[config.mk]
export PLATFORM = sky130hd
export DESIGN_NAME = rvc_asap_eot_monitor
export DESIGN_NICKNAME = d
export VERILOG_FILES = /design/src/rtl/rvc_asap_pkg.sv /design/src/rtl/rvc_asap_eot_monitor.sv
export SDC_FILE = /design/constraint.sdc
export NUM_CORES = 1
export LEC_CHECK = 0
export CAP_MARGIN = 20
export CORE_MARGIN = 2
export CORE_UTILIZATION = 40
export CTS_CLUSTER_SIZE = 20
export DETAILED_ROUTE_END_ITERATION = 8
export PLACE_DENSITY = 0.74
export SETUP_SLACK_MARGIN = 0.1
export SLEW_MARGIN = 0
export SYNTH_ARGS = -nofsm -noshare
export SYNTH_HDL_FRONTEND = slang
export SYNTH_SLANG_ARGS = --single-unit
[constraint.sdc]
create_clock -name Clock -period 2.2 [get_ports Clock]
set_clock_uncertainty 0.15 [all_clocks]
set_input_delay 0.44 -clock Clock [delete_from_list [all_inputs] [get_ports Clock]]
set_output_delay 0.44 -clock Clock [all_outputs]
set_load 0.005 [all_outputs]
[src/rtl/rvc_asap_pkg.sv]
// Shared types and opcode constants for the end-of-test monitor.
package rvc_asap_pkg;

    typedef enum logic [1:0] {
        EOT_NONE    = 2'd0,
        EOT_EBREAK  = 2'd1,
        EOT_ECALL   = 2'd2,
        EOT_TIMEOUT = 2'd3
    } eot_status_t;

    typedef enum logic [2:0] {
        ST_RUN  = 3'd0,
        ST_RD   = 3'd1,
        ST_WAIT = 3'd2,
        ST_OUT  = 3'd3,
        ST_DONE = 3'd4
    } eot_state_t;

    localparam logic [31:0] EBREAK_OPCODE = 32'h0010_0073;
    localparam logic [31:0] ECALL_OPCODE  = 32'h0000_0073;

endpackage

[src/rtl/rvc_asap_eot_monitor.sv]
// Detects end of test (ebreak / ecall / timeout), then streams a word-by-word
// dump of the data-memory window out through a valid/ready snapshot port.
module rvc_asap_eot_monitor
    import rvc_asap_pkg::*;
#(
    parameter logic [31:0] D_MEM_OFFSET   = 32'h1000,
    parameter int          MSB_D_MEM      = 11,
    parameter int unsigned TIMEOUT_CYCLES = 1000000,
    parameter bit          ECALL_EN       = 1'b1
) (
    input  logic        Clock,
    input  logic        Rst,
    input  logic        InstrValid,
    input  logic [31:0] Instruction,
    output logic        MemRdEn,
    output logic [31:0] MemRdAddr,
    input  logic [31:0] MemRdData,
    output logic        SnapValid,
    input  logic        SnapReady,
    output logic [31:0] SnapAddr,
    output logic [31:0] SnapData,
    output logic        EotDone,
    output logic [1:0]  EotStatus,
    output logic [31:0] EotCycles
);

    localparam logic [31:0] WIN_BYTES    = 32'(1) << (MSB_D_MEM + 1);
    localparam logic [31:0] LAST_ADDR    = D_MEM_OFFSET + WIN_BYTES - 32'd4;
    localparam bit          TIMEOUT_EN   = (TIMEOUT_CYCLES != 0);
    localparam logic [31:0] TIMEOUT_LAST = 32'(TIMEOUT_CYCLES) - 32'd1;

    eot_state_t  state_q, state_d;
    eot_status_t status_q, status_d;
    logic [31:0] cnt_q, cnt_d;
    logic [31:0] ptr_q, ptr_d;
    logic [31:0] snap_addr_q, snap_addr_d;
    logic [31:0] snap_data_q, snap_data_d;

    logic is_ebreak, is_ecall, is_timeout;

    always_comb begin
        is_ebreak  = InstrValid && (Instruction == EBREAK_OPCODE);
        is_ecall   = ECALL_EN && InstrValid && (Instruction == ECALL_OPCODE);
        is_timeout = TIMEOUT_EN && (cnt_q == TIMEOUT_LAST);
    end

    always_comb begin
        state_d     = state_q;
        status_d    = status_q;
        cnt_d       = cnt_q;
        ptr_d       = ptr_q;
        snap_addr_d = snap_addr_q;
        snap_data_d = snap_data_q;
        case (state_q)
            ST_RUN: begin
                // The event cycle itself is not counted, so EotCycles is frozen
                // at the cycle index on which the end condition was seen.
                if (is_ebreak || is_ecall || is_timeout) begin
                    state_d = ST_RD;
                    ptr_d   = D_MEM_OFFSET;
                    if (is_ebreak)     status_d = EOT_EBREAK;
                    else if (is_ecall) status_d = EOT_ECALL;
                    else               status_d = EOT_TIMEOUT;
                end else if (cnt_q != 32'hFFFF_FFFF) begin
                    cnt_d = cnt_q + 32'd1;
                end
            end
            ST_RD:   state_d = ST_WAIT;
            ST_WAIT: begin
                snap_data_d = MemRdData;
                snap_addr_d = ptr_q;
                state_d     = ST_OUT;
            end
            ST_OUT: begin
                if (SnapReady) begin
                    if (ptr_q == LAST_ADDR) begin
                        state_d = ST_DONE;
                    end else begin
                        ptr_d   = ptr_q + 32'd4;
                        state_d = ST_RD;
                    end
                end
            end
            ST_DONE: state_d = ST_DONE;
            default: state_d = ST_RUN;
        endcase
    end

    always_ff @(posedge Clock) begin
        if (Rst) begin
            state_q     <= ST_RUN;
            status_q    <= EOT_NONE;
            cnt_q       <= 32'd0;
            ptr_q       <= 32'd0;
            snap_addr_q <= 32'd0;
            snap_data_q <= 32'd0;
        end else begin
            state_q     <= state_d;
            status_q    <= status_d;
            cnt_q       <= cnt_d;
            ptr_q       <= ptr_d;
            snap_addr_q <= snap_addr_d;
            snap_data_q <= snap_data_d;
        end
    end

    assign MemRdEn   = (state_q == ST_RD);
    assign MemRdAddr = ptr_q;
    assign SnapValid = (state_q == ST_OUT);
    assign SnapAddr  = snap_addr_q;
    assign SnapData  = snap_data_q;
    assign EotDone   = (state_q == ST_DONE);
    assign EotStatus = status_q;
    assign EotCycles = cnt_q;

endmodule

# == Word-level counts from Yosys, hierarchy flattened ==
# Index checks and enable logic that the tools add are counted.
# totals
memories,0
mem_bits_ro,0
ff_bits,133
ram_bits,0
wordCells,41
output_inout_bits,133
latch_bits,0
inputBits,68
# classes
shifts,0
n_eq_ne,12
n_reduce_logical,10
multipliers,0
div_mod_pow,0
bitwise_logic,1
n_mux,10
n_addsub,2
magnitude_cmp,0
# ops
cell,n
$mux 32,3
$pmux 32 s2,1
$add 32x1->32 const B,1
$add 32x3->32 const B,1
$eq 32x13->1 const B,1
$eq 32x20->1 const B,1
$eq 32x21->1 const B,1
$eq 32x7->1 const B,1
$ne 32x32->1 const B,1
$pmux 3 s5,1
$mux 3,3
$eq 3x2->1 const B,2
$ne 2x2->1 const B,2
$reduce_and 2->1,2
$reduce_and 4->1,1
$eq 3x1->1 const B,1
$eq 3x3->1 const B,1
$logic_not 3->1,1
$reduce_and 3->1,1
$logic_and 1x1->1,2
$logic_or 1x1->1,2
$mux 2,1
$ne 2x1->1 const B,1
$reduce_bool 2->1,1
other kinds (2),2

# == Longest topological paths before layout ==
# depth
depth_word,6
mapped_depth,9
depth_no_buf,7

# == Worst setup path before layout ==
# OpenSTA, ideal clock, no wires.
# synth_path
path_kind,register to register
from,register cnt_q[0] (netlist: EotCycles[0])
to,register ptr_q[11] (netlist: MemRdAddr[11])
path_slack_ps,-112
arrival_time_ps,2043
stages_incl_launch_ff,8
required_time_ps,1930
setup_ps,120
period_less_slack_ps,2312
n_path_buf,0
cell_sequence,dfxtp_1 > ha_1 > and2_1 > nand3_1 > o32a_1 > mux2i_2 > nor2_2 > a211o_1
# synth_between
elab_chain_cells,4
# synth_lines
element,line,text
from (decl),rvc_asap_eot_monitor.sv:34,"logic [31:0] cnt_q, cnt_d;"
from (signal assigned),rvc_asap_eot_monitor.sv:100,cnt_q <= cnt_d;
$eq 32x20->1,rvc_asap_eot_monitor.sv:44,is_timeout = TIMEOUT_EN && (cnt_q == TIMEOUT_LAST);
$logic_or 1x1->1,rvc_asap_eot_monitor.sv:58,if (is_ebreak || is_ecall || is_timeout) begin
$ne 2x2->1 (no line),--,
$reduce_and 4->1 (no line),--,
to (signal assigned),rvc_asap_eot_monitor.sv:101,ptr_q <= ptr_d;
to (decl),rvc_asap_eot_monitor.sv:35,"logic [31:0] ptr_q, ptr_d;"
# Every way passes these cells.
# A chain may end at the register's enable or synchronous reset.

# == Final worst setup path ==
# layout_path
from,register cnt_q[6] (netlist: EotCycles[6])
to,register ptr_q[17] (netlist: MemRdAddr[17])
# The elaborated chain is that of the path after synthesis.

==> results.yml <==
place:
  postPlaceCellArea_um2: 9000
  port_buffers: 196
  globalplace.congestion: 0.912
  detailed_place_hpwl_um: 13600
  dp_cells: 1201
  post-place-ws_ns: -0.465
logic_synthesis:
  synthMostInstantiatedCell: "nand2_1"
  ys_top_cells_by_area: "dfxtp_1, nand2_1, a21oi_1"
  yosysSeqAreaShare: 0.435
  yosys.area_share.simple: 0.307
  synthTopCellsByCount: "nand2_1, dfxtp_1, a21oi_1"
  avgSynthCellArea_um2: 7.98
  synth-edff-count: 0
  synth_compound_area_frac: 0.192
  synth.top_cell.area_share: 0.435
  async_flop_share: 0
  syn_inst: 744
  yosysWarnings: 0
  synth_area_um2: 5940
  synthMuxAreaShare: 0.00990
  synth_fa_ha_area_frac: 0.00421
  yosys.area_share.xor_xnor: 0.00737
  ys_types: 60
  ys_seq_elements: 129
  synth_flop_cell: "dfxtp_1"
  synth_top_cell_by_area: "dfxtp_1"
  synth_top_family_by_area: "simple AND/OR/NAND/NOR gates"
route:
  drt-wirelength-per-cell_um: 18.1
  postRouteAntennaNets: 0
  remaining_drc_errors: 0
  first_pass_iters: 7
  wl_um: 23000
  initialDrtViolationCount: 516
  vias_per_cell: 5.65
  num_vias: 7178
die:
  die_w_um: 126
  die_h_um: 126
  initial_core_util: 0.409
  rows: 44
  ios: 201
  dieArea_um2: 15800
  fp.coreArea_um2: 14500
final_layout:
  syn_to_final_growth_pct: 80.0
  final_cells: 1270
  drive_above_1_share: 0.324
  n_antenna_cell: 0
  nets: 1143
  fill_cells: 1028
  final_area_um2: 10700
timing:
  finalWorstSetupSlack_ns: -0.203
  whs_ns: 0.273
  setup_viol: 54
  rsz0062_at_grt: "true"
  period_minus_slack_ns: 2.40
  fin_crit_sh: 1.09
  final-max-slew-violation-count: 0
  max_freq_mhz: 416
  hold_violations: 0
  tightest_slew_ns: 0.550
  maxSlewHeadroom: 0.631
critical_path:
  cp-start-kind: "flip-flop"
  max_stage_delay_ns: 0.44
  path_max_fanout: 5
  crit_buf_inv: 2
  crit_chain: "nor4_4 -> nand4_1 -> o32a_1 -> buf_6 -> mux2i_4 -> buf_6 -> nor2_4 -> a211o_1"
  critPathArrivalTime_ns: 2.57
  worstPathRequired_ns: 2.37
  slowest_stage: "o32a_1"
  end_kind: "flip-flop"
  critical-path-top-delay-family: "compound AO/OA/AOI/OAI gates"
  path_common_cell: "buf_6"
  crit_type: "reg -> reg"
pwr:
  p_per_area_nw_per_um2: 563
  ir_drop_mv: 0.666
  leakage_nw: 3.86
cts:
  cts.htree.levels: 4
  path_clk_slew_ns: 0.06
  cts_buffer_depth: 2
  clock_latency_ns: 0.43
  clock-sinks: 129
  cts_buffers: 17
  cts_tree: "built"
  root_buffer: "clkbuf_16"
global_routing:
  grt-ovfl-total: 0
  grt_pass1_wl_um: 33900
  antenna_found_initial: 0
  grt_usage: 0.261
  grt_max_degree: 53
  grt_pass1_vias: 6802
run:
  cap_violations: 0
min_path:
  worstHoldPathType: "in -> reg"
outcome:
  violations: "setup timing"
  status: "finished, violations left"
## cell type report
cell class / instances / area, um2 / area share
multi-input combinational: 560 / 3820 / 0.358
inverter: 5 / 18.8 / 0.00176
clock inverter: 11 / 105 / 0.00983
timing repair buffer: 360 / 3420 / 0.320
sequential: 129 / 2620 / 0.245
clock buffer: 21 / 470 / 0.0440
tap: 184 / 230 / 0.0215
## routing by layer
layer  global-route usage  wire [um]  vias up
met5                    0          0        -
met2                0.436      11600      315
met4               0.0937        584        0
li1                     -          -     3349
met1                0.332       9440     3457
met3               0.0590       1340       57
## through the flow
step | power [W] | utilization | setup TNS, ns
after floorplan | 0.00271 | - | 0
after global placement | 0.00306 | 0.619 | -20.62
after detailed placement | 0.00307 | 0.619 | -23.72
after CTS | 0.00590 | 0.694 | -1.95
after global routing | 0.00619 | 0.736 | -9.34
final | 0.00601 | 0.736 | -5.19
## state kept, by name (all words and copies together), names as in the netlist
| signal | count |
|---|---|
| EotCycles | 32 |
| EotStatus | 2 |
| MemRdAddr | 30 |
| SnapAddr | 30 |
| SnapData | 32 |
| state_q | 3 |
## power breakdown
group / switching [W] / leakage, nW / total (W) / internal [W]
combinational: 0.000393 / 2.53 / 0.000829 / 0.000436
sequential: 0.0000297 / 1.05 / 0.00241 / 0.00238
clock: 0.00113 / 0.272 / 0.00277 / 0.00165
total: 0.00155 / 3.86 / 0.00601 / 0.00447
## worst reg2reg max path: stages, from the launching register on
cell and delay [ns]:
dfxtp_4 0.35, nor4_4 0.28, nand4_1 0.23, o32a_1 0.44, buf_6 0.14, mux2i_4 0.24
buf_6 0.15, nor2_4 0.04, a211o_1 0.27
## final timing paths
kind                            slack, ns  depth (start not counted)         start             to
worst max-delay path                -0.20                          8  EotCycles[6]  MemRdAddr[17]
worst min-delay path                 0.27                          2           Rst   SnapAddr[13]
worst max register to register      -0.20                          8  EotCycles[6]  MemRdAddr[17]
worst min register to register       0.30                          2  SnapData[28]   SnapData[28]
## logic make-up after synthesis
logic type / count (synthesis)
simple gates: 362
compound gates: 182
flops: 129
buf+inv: 59
xor+xnor: 5
mux: 4
fa+ha+maj: 2
other cells: 1
## placed cells by master (no fill, tap or decap), types with 9 or more instances in the layout
cell | netlist | final
a21oi_1 | 99 | 81
dfxtp_1 | 129 | 103
buf_4 | 5 | 126
nand2_1 | 170 | 164
nand3_1 | 20 | 16
buf_6 | 2 | 26
dfxtp_2 | 0 | 24
nand4_1 | 16 | 16
clkdlybuf4s50_1 | 0 | 186
and3_1 | 18 | 17
a21oi_2 | 0 | 17
nor3_2 | 4 | 9
nor2_1 | 32 | 24
clkbuf_16 | 0 | 19
o21ai_2 | 0 | 10
nor3_1 | 17 | 9
a31oi_1 | 13 | 13
## repair_timing
item,4_1_cts,5_1_grt
hold endpoints to repair,0,0
gates cloned,4,2
pin swaps,35,78
setup endpoints to repair,65,77
buffers inserted,20,14
resized for setup,72,134
hold buffers,0,0
No activity file was read; power rests on OpenSTA's default activity.
